`config.mk`:
```
export PLATFORM = sky130hd
export DESIGN_NAME = addsub_pipe_flat
export DESIGN_NICKNAME = d
export VERILOG_FILES = /design/src/rtl/addsub_pkg.sv /design/src/rtl/addsub_if.sv /design/src/rtl/addsub_stage.sv /design/src/rtl/addsub_pipe.sv /design/src/flat_wrapper.sv
export SDC_FILE = /design/constraint.sdc
export NUM_CORES = 1
export LEC_CHECK = 0
export CORE_ASPECT_RATIO = 1.75
export CORE_MARGIN = 10
export CORE_UTILIZATION = 38
export DETAILED_ROUTE_END_ITERATION = 8
export GPL_TIMING_DRIVEN = 0
export HOLD_SLACK_MARGIN = 0.03
export PLACE_DENSITY_LB_ADDON = 0.08
export SYNTH_ARGS = -nofsm -noshare
export SYNTH_HDL_FRONTEND = slang
export SYNTH_SLANG_ARGS = --single-unit
```
`constraint.sdc`:
```
create_clock -name clk -period 5.4 [get_ports clk]
set_input_delay 0.81 -clock clk [delete_from_list [all_inputs] [get_ports clk]]
set_output_delay 0.81 -clock clk [all_outputs]
set_load 0.01 [all_outputs]
```
`src/rtl/addsub_pkg.sv`:
```
// Shared types and constants for the pipelined adder/subtractor.
// Optional saturation is enabled elsewhere with the ADDSUB_SAT_EN macro.
package addsub_pkg;

  localparam logic OP_ADD = 1'b0;
  localparam logic OP_SUB = 1'b1;

  typedef struct packed {
    logic c_out;
    logic ovf;
    logic zero;
    logic neg;
  } flags_t;

  function automatic int chunkWidth(input int width, input int stages);
    return width / stages;
  endfunction

endpackage

```
`src/rtl/addsub_if.sv`:
```
// Operand/result handshake bundle for addsub_pipe.
// The sat member exists only when ADDSUB_SAT_EN is defined.
interface addsub_if #(
  parameter int WIDTH = 8
) ();

  logic             in_valid;
  logic             in_ready;
  logic [WIDTH-1:0] a;
  logic [WIDTH-1:0] b;
  logic             op_sub;
  logic             c_in;
`ifdef ADDSUB_SAT_EN
  logic             sat;
`endif
  logic             out_valid;
  logic             out_ready;
  logic [WIDTH-1:0] sum;
  logic             c_out;
  logic             ovf;
  logic             zero;
  logic             neg;

  modport master (
`ifdef ADDSUB_SAT_EN
    output sat,
`endif
    output in_valid, a, b, op_sub, c_in, out_ready,
    input  in_ready, out_valid, sum, c_out, ovf, zero, neg
  );

  modport slave (
`ifdef ADDSUB_SAT_EN
    input  sat,
`endif
    input  in_valid, a, b, op_sub, c_in, out_ready,
    output in_ready, out_valid, sum, c_out, ovf, zero, neg
  );

endinterface

```
`src/rtl/addsub_stage.sv`:
```
// One carry-chunk of the pipeline: adds slice IDX of the skewed operands
// and registers the beat, loading when empty or when the next stage loads.
module addsub_stage #(
  parameter int WIDTH = 8,
  parameter int CHUNK = 4,
  parameter int IDX   = 0
) (
  input  logic             clk,
  input  logic             rst,
  input  logic             i_valid,
  output logic             o_ready,
  input  logic             i_ready,
  input  logic [WIDTH-1:0] i_a,
  input  logic [WIDTH-1:0] i_b,
  input  logic [WIDTH-1:0] i_sum,
  input  logic             i_carry,
  input  logic             i_sat,
  output logic             o_valid,
  output logic [WIDTH-1:0] o_a,
  output logic [WIDTH-1:0] o_b,
  output logic [WIDTH-1:0] o_sum,
  output logic             o_carry,
  output logic             o_sat
);

  logic             w_load;
  logic [CHUNK:0]   w_chunk;
  logic [WIDTH-1:0] w_sum;

  logic             r_valid;
  logic [WIDTH-1:0] r_a;
  logic [WIDTH-1:0] r_b;
  logic [WIDTH-1:0] r_sum;
  logic             r_carry;
  logic             r_sat;

  assign w_load  = !r_valid || i_ready;
  assign o_ready = w_load;

  assign w_chunk = {1'b0, i_a[IDX*CHUNK +: CHUNK]}
                 + {1'b0, i_b[IDX*CHUNK +: CHUNK]}
                 + {{CHUNK{1'b0}}, i_carry};

  always_comb begin
    w_sum = i_sum;
    w_sum[IDX*CHUNK +: CHUNK] = w_chunk[CHUNK-1:0];
  end

  // Data registers only move with a real beat so a stalled or drained
  // output keeps presenting the last result.
  always_ff @(posedge clk) begin
    if (rst) begin
      r_valid <= 1'b0;
      r_a     <= '0;
      r_b     <= '0;
      r_sum   <= '0;
      r_carry <= 1'b0;
      r_sat   <= 1'b0;
    end else if (w_load) begin
      r_valid <= i_valid;
      if (i_valid) begin
        r_a     <= i_a;
        r_b     <= i_b;
        r_sum   <= w_sum;
        r_carry <= w_chunk[CHUNK];
        r_sat   <= i_sat;
      end
    end
  end

  assign o_valid = r_valid;
  assign o_a     = r_a;
  assign o_b     = r_b;
  assign o_sum   = r_sum;
  assign o_carry = r_carry;
  assign o_sat   = r_sat;

endmodule

```
`src/rtl/addsub_pipe.sv`:
```
// Pipelined two's-complement adder/subtractor, STAGES carry chunks deep.
// Define ADDSUB_SAT_EN to add the sat input and clamp on signed overflow.
module addsub_pipe
  import addsub_pkg::*;
#(
  parameter int WIDTH  = 8,
  parameter int STAGES = 2
) (
  input  logic     clk,
  input  logic     rst,
  addsub_if.slave  bus
);

  localparam int CHUNK = chunkWidth(WIDTH, STAGES);

  if ((WIDTH < 2) || (STAGES < 1) || (STAGES > WIDTH) || ((WIDTH % STAGES) != 0)) begin : g_badParams
    $error("addsub_pipe: WIDTH must be >= 2 and a multiple of STAGES, 1 <= STAGES <= WIDTH");
  end

  logic             w_isSub;
  logic             w_valid [STAGES+1];
  logic             w_ready [STAGES+1];
  logic [WIDTH-1:0] w_a     [STAGES+1];
  logic [WIDTH-1:0] w_b     [STAGES+1];
  logic [WIDTH-1:0] w_sum   [STAGES+1];
  logic             w_carry [STAGES+1];
  logic             w_sat   [STAGES+1];
  logic [WIDTH-1:0] w_result;
  logic             w_ovf;
  flags_t           w_flags;

  // Subtraction is A + ~B + ~c_in, so c_in becomes a borrow-in.
  assign w_isSub     = (bus.op_sub == OP_SUB);
  assign w_valid[0]  = bus.in_valid;
  assign w_a[0]      = bus.a;
  assign w_b[0]      = bus.b ^ {WIDTH{w_isSub}};
  assign w_sum[0]    = '0;
  assign w_carry[0]  = bus.c_in ^ w_isSub;
`ifdef ADDSUB_SAT_EN
  assign w_sat[0]    = bus.sat;
`else
  assign w_sat[0]    = 1'b0;
`endif
  assign w_ready[STAGES] = bus.out_ready;

  for (genvar k = 0; k < STAGES; k++) begin : g_stage
    addsub_stage #(
      .WIDTH (WIDTH),
      .CHUNK (CHUNK),
      .IDX   (k)
    ) u_stage (
      .clk     (clk),
      .rst     (rst),
      .i_valid (w_valid[k]),
      .o_ready (w_ready[k]),
      .i_ready (w_ready[k+1]),
      .i_a     (w_a[k]),
      .i_b     (w_b[k]),
      .i_sum   (w_sum[k]),
      .i_carry (w_carry[k]),
      .i_sat   (w_sat[k]),
      .o_valid (w_valid[k+1]),
      .o_a     (w_a[k+1]),
      .o_b     (w_b[k+1]),
      .o_sum   (w_sum[k+1]),
      .o_carry (w_carry[k+1]),
      .o_sat   (w_sat[k+1])
    );
  end

  // Carry into the MSB is recovered as sum ^ a ^ beff at that bit.
  always_comb begin
    w_ovf    = w_sum[STAGES][WIDTH-1] ^ w_a[STAGES][WIDTH-1]
             ^ w_b[STAGES][WIDTH-1] ^ w_carry[STAGES];
    w_result = w_sum[STAGES];
`ifdef ADDSUB_SAT_EN
    if (w_sat[STAGES] && w_ovf) begin
      w_result = w_a[STAGES][WIDTH-1] ? {1'b1, {(WIDTH-1){1'b0}}}
                                      : {1'b0, {(WIDTH-1){1'b1}}};
    end
`endif
    w_flags.c_out = w_carry[STAGES];
    w_flags.ovf   = w_ovf;
    w_flags.zero  = w_valid[STAGES] && (w_result == '0);
    w_flags.neg   = w_result[WIDTH-1];
  end

  assign bus.in_ready  = w_ready[0];
  assign bus.out_valid = w_valid[STAGES];
  assign bus.sum       = w_result;
  assign bus.c_out     = w_flags.c_out;
  assign bus.ovf       = w_flags.ovf;
  assign bus.zero      = w_flags.zero;
  assign bus.neg       = w_flags.neg;

endmodule
```
`src/flat_wrapper.sv`:
```
// flat-port wrapper written by rule: the top's interface ports become plain ports
module addsub_pipe_flat import addsub_pkg::*;
#(
  parameter int WIDTH  = 8,
  parameter int STAGES = 2
)
  (clk, rst, bus_in_valid, bus_a, bus_b, bus_op_sub, bus_c_in, bus_out_ready, bus_in_ready, bus_out_valid, bus_sum, bus_c_out, bus_ovf, bus_zero, bus_neg);
  addsub_if #(.WIDTH(WIDTH)) bus_i ();
  input  logic clk;
  input  logic rst;
  input wire logic [$bits(bus_i.in_valid)-1:0] bus_in_valid;
  input wire logic [$bits(bus_i.a)-1:0] bus_a;
  input wire logic [$bits(bus_i.b)-1:0] bus_b;
  input wire logic [$bits(bus_i.op_sub)-1:0] bus_op_sub;
  input wire logic [$bits(bus_i.c_in)-1:0] bus_c_in;
  input wire logic [$bits(bus_i.out_ready)-1:0] bus_out_ready;
  output wire logic [$bits(bus_i.in_ready)-1:0] bus_in_ready;
  output wire logic [$bits(bus_i.out_valid)-1:0] bus_out_valid;
  output wire logic [$bits(bus_i.sum)-1:0] bus_sum;
  output wire logic [$bits(bus_i.c_out)-1:0] bus_c_out;
  output wire logic [$bits(bus_i.ovf)-1:0] bus_ovf;
  output wire logic [$bits(bus_i.zero)-1:0] bus_zero;
  output wire logic [$bits(bus_i.neg)-1:0] bus_neg;
  assign bus_i.in_valid = bus_in_valid;
  assign bus_i.a = bus_a;
  assign bus_i.b = bus_b;
  assign bus_i.op_sub = bus_op_sub;
  assign bus_i.c_in = bus_c_in;
  assign bus_i.out_ready = bus_out_ready;
  assign bus_in_ready = bus_i.in_ready;
  assign bus_out_valid = bus_i.out_valid;
  assign bus_sum = bus_i.sum;
  assign bus_c_out = bus_i.c_out;
  assign bus_ovf = bus_i.ovf;
  assign bus_zero = bus_i.zero;
  assign bus_neg = bus_i.neg;
  addsub_pipe #(.WIDTH(WIDTH), .STAGES(STAGES)) u_core (.clk(clk), .rst(rst), .bus(bus_i));
endmodule
```
==> summary.txt, run 1 <==
Run status
  – Result of the run: finished clean

Placement
  – Final HPWL from detailed placement: ~3100 um
  – Number of buffer cells added on primary ports: 33
  – Final GP Congestion: around 0.82
  – Placed Area: about 1800 um^2

Drt
  – Residual DRC count: 0
  – Detailed router's first-iteration violation count: 15
  – Via/cell ratio: 5.29
  – Initial DRT Pass Iterations: 4
  – Final ANT Viol Nets: 0
  – Total detailed-routing wirelength: 3710 um
  – Number of vias in the routed layout: approximately 1300
  – WL/cell: between 15 and 20 um

Timing
  – Period utilization: 0.595
  – Hold slack: just under 0.5 ns
  – Max frequency: around 0.31 GHz
  – Clock skew after layout: approximately 0.0029 ns
  – Rel. slew slack: 0.604
  – Worst slew pin tran: 0.594 ns
  – Final Hold Violating Endpoints: 0
  – Slew Limit Fails: 0
  – Final count of negative-setup-slack endpoints: 0
  – RSZ-0062 raised after global routing: false
  – Crit path time final: about 3.2 ns
  – Setup TNS after final layout: 0 ns

Pwr
  – Combinational share of power: 0.244
  – P_int: 328 uW
  – Switching power as a share of total power: 0.273
  – Lkg Pwr: 0.000703 uW
  – Pwr Density: about 240 nW/um^2
  – Switching pwr: ~120 uW
  – Share of total power in the clock network: 0.279
  – Seq pwr share: 0.478
  – Max IR drop VDD: between 0.1 and 0.15 mV

Global routing
  – Sum of overflow across all layers after global routing: 0
  – First-pass GRT wire length: around 6300 um
  – Number of antenna violations at the first check in global routing: 0
  – Number of global-route vias before repair: 1411
  – Total global-route track usage: 0.115
  – Maximum number of pins on one net before global-route repair: 15

Cells and area
  – Diode insertion count for antenna repair: 0
  – Layout-stage area growth over the synthesis result: 30.7%
  – Share of post-route cells with drive strength above 1: 0.0969
  – Finished Cell Area: 1890 um^2
  – Layout net count: ~230
  – Post-Route Utilization: 0.520

Hold path
  – Kind of path behind the tightest hold check: flop to flop
  – Startpoint of the worst hold path: u_core.g_stage[0].u_stage.o_sum[1]
  – WHS Path Cells: 2
  – Hold EP: u_core.g_stage[0].u_stage.o_sum[1]

Flow run
  – Reported max-cap violation count: 0

Critical path
  – Worst reg2reg path depth: 6
  – Buffers plus inverters on the worst setup path: 5
  – Peak fanout along the critical path: 10
  – Family of cells with the greatest summed delay on the critical path: buffers and inverters
  – Type of the setup path with the least slack: input pin to output port
  – Startpoint Class: input pin
  – Data arrival time of the worst path: roughly 2.4 ns
  – R2R Setup Slk: ~3.8 ns
  – Slowest CP cell: sky130_fd_sc_hd__clkdlybuf4s50_1
  – Required time at the worst-slack endpoint: 4.59 ns
  – Capturing element type of the critical path: output port
  – Reg2reg end: u_core.g_stage[1].u_stage.o_carry
  – CP dominant cell by count: sky130_fd_sc_hd__clkdlybuf4s50_1
  – CP peak stage delay: ~0.55 ns
  – Worst reg2reg startpoint: u_core.g_stage[0].u_stage.o_a[4]
  – Critical-path cell list: clkdlybuf4s50_1, and3b_1, buf_6, inv_6, buf_8, clkdlybuf4s50_1

Floorplan
  – Std-Cell Rows: 29
  – Number of placed I/O pins: 36
  – Effective utilization at floorplan: 0.398
  – Die X: 66.6 um
  – Core area: between 3000 and 4000 um^2
  – Die Footprint: 6760 um^2
  – Die outline height: 102 um

Clocking
  – Clock transition time at the flip-flop clock pins of the worst setup and hold paths: roughly 0.090 ns
  – Number of buffers added for setup after CTS: 0
  – Root buffer cell: sky130_fd_sc_hd__clkbuf_8
  – Htree depth: 1
  – CTS Buffer Depth: 2
  – Clock latency on the worst-skew pair: 0.27 ns
  – Number of CTS-inserted buffers: 3
  – Number of buffers added to fix hold violations after cts: 0
  – Number of gates resized after CTS: 0
  – Number of sinks driven by the clock tree: 26
  – Clock tree from TritonCTS: done

Synth
  – Yosys synthesis warning count: 0
  – Net count of the mapped netlist: 191
  – Fraction of synthesized cell area taken by the top area cell type: 0.361
  – Seq/Total Area, Yosys: 0.361
  – Ranking of synthesized cells by area: sky130_fd_sc_hd__dfxtp_1 36%, sky130_fd_sc_hd__a21oi_1 8.7%, sky130_fd_sc_hd__xnor2_1 6.1%, sky130_fd_sc_hd__fa_1 5.6%, sky130_fd_sc_hd__ha_1 5.2%
  – Avg Inst Size Synth: about 9.1 um^2
  – Proportion of register bits with asynchronous set or reset after synthesis: 0
  – Leading area contributor after synthesis: sky130_fd_sc_hd__dfxtp_1
  – Post-synthesis instance total: between 150 and 200
  – Synthesis-stage register bit count: 26
  – Post-synth top flop: sky130_fd_sc_hd__dfxtp_1
  – Synth Cell Area: between 1000 and 1500 um^2
  – Count of flip-flops with a built-in enable after synthesis: 0
  – Number of unique standard cell types used by synthesis: 37
-- synthesized netlist by cell type, drive strengths merged (4+ instances only) --
cell type  instances
xnor2             10
a211oi             9
dfxtp             26
ha                 6
o21ai             14
inv                9
buf                8
fa                 4
a21oi             27
nand3             14
clkbuf             4
xor2               4
-- per-layer routing --
layer	up-vias	track usage	part of all wire	wire, um
met5	-	0	0	0
met4	0	0.0535	0.023	84
met3	8	0.0276	0.067	249
met2	40	0.221	0.54	2000
met1	593	0.108	0.37	1370
li1	638	-	-	-
-- sequential cells by signal, summed over array words and instances (netlist names) --
signal                          flops
u_core.g_stage.u_stage.o_a          5
u_core.g_stage.u_stage.o_b          5
u_core.g_stage.u_stage.o_carry      2
u_core.g_stage.u_stage.o_sum       12
u_core.g_stage.u_stage.o_valid      2
-- cells by family (layout without fill, tap and decap cells) --
group	count (synthesis)	in the layout	share of synthesized area
AO/OA/AOI/OAI	56	56	0.240
AND/OR/NAND/NOR	32	32	0.124
flip-flops	26	26	0.361
buffers and inverters	21	58	0.0824
XOR/XNOR	14	14	0.0850
adder cells (fa/ha/maj)	10	10	0.108
-- through the flow --
| stage | setup slack (ns) | power (uW) | std cells |
|---|---|---|---|
| 2_1_floorplan | 3.05 | 285 | 159 |
| 3_3_place_gp | 2.18 | 328 | 238 |
| 3_5_place_dp | 2.20 | 332 | 238 |
| 4_1_cts | 2.18 | 454 | 242 |
| 5_1_grt | 2.13 | 476 | 242 |
| 6_report | 2.19 | 452 | 242 |
-- worst min-delay path: stages, from the launching register on --
cell,delay (ns)
sky130_fd_sc_hd__dfxtp_1,0.32
sky130_fd_sc_hd__o21ai_0,0.06
sky130_fd_sc_hd__a21oi_1,0.07
-- cells in the final DEF, fill, tap and decap left out, types with 2 or more instances in the layout --
master                             n
sky130_fd_sc_hd__a211oi_2          2
sky130_fd_sc_hd__buf_6             2
sky130_fd_sc_hd__inv_1             8
sky130_fd_sc_hd__nand3_1          14
sky130_fd_sc_hd__a21oi_1          25
sky130_fd_sc_hd__dfxtp_1          26
sky130_fd_sc_hd__xnor2_1          10
sky130_fd_sc_hd__a21oi_2           2
sky130_fd_sc_hd__o21ai_0           6
sky130_fd_sc_hd__ha_1              6
sky130_fd_sc_hd__nor2b_1           2
sky130_fd_sc_hd__clkbuf_1          4
sky130_fd_sc_hd__nor4_1            2
sky130_fd_sc_hd__a211oi_1          7
sky130_fd_sc_hd__o21ai_1           8
sky130_fd_sc_hd__fa_1              4
sky130_fd_sc_hd__nand4_1           2
sky130_fd_sc_hd__buf_2             4
sky130_fd_sc_hd__xor2_1            4
sky130_fd_sc_hd__nand2_1           3
sky130_fd_sc_hd__clkbuf_8          4
sky130_fd_sc_hd__nand3b_1          2
sky130_fd_sc_hd__clkdlybuf4s50_1  33
-- final cells by class --
class	count	area [um^2]
fill	367	1740
multi-input combinational	112	803
sequential	26	520
timing repair buffer	33	330
buffer	12	80.1
tap	46	57.6
clock buffer	4	55.1
inverter	9	38.8
-- how the worst max path moves through the flow --
stage,start,to,slack (ns),depth (start not counted)
finish,bus_out_ready,bus_in_ready,2.19,6
global route,bus_out_ready,bus_in_ready,2.13,6
CTS,bus_out_ready,bus_in_ready,2.18,6
detailed placement,bus_out_ready,bus_in_ready,2.20,6
global placement,bus_out_ready,bus_in_ready,2.18,6
floorplan,bus_op_sub,u_core.g_stage[0].u_stage.o_carry,3.05,8
-- power by group through the flow --
stage | logic [uW] | clock network, uW | registers (uW)
2_1_floorplan | 65.3 | 0 | 219
3_3_place_gp | 108 | 0 | 220
3_5_place_dp | 111 | 0 | 220
4_1_cts | 112 | 126 | 216
5_1_grt | 123 | 135 | 218
6_report | 110 | 126 | 216
Power figures use the tool's default switching activity.
==> inputs of run 2 (changes only) <==
- clock period: 5.4 -> 2.9 ns (I/O delays scaled with it)
==> results of run 2 <==
The final DEF is identical to that of run 1. Status: finished clean.
Main changes from that run: setup slack after placement 2.20 ns -> 0.446 ns; setup slack after layout 2.19 ns -> 0.439 ns; hold slack 0.491 ns -> 0.359 ns; register-to-register setup slack 3.75 ns -> 1.25 ns; end point of the worst hold path u_core.g_stage[0].u_stage.o_sum[1] -> u_core.g_stage[0].u_stage.o_b[4]; total power 452 uW -> 841 uW; worst IR drop on VDD 0.143 mV -> 0.267 mV
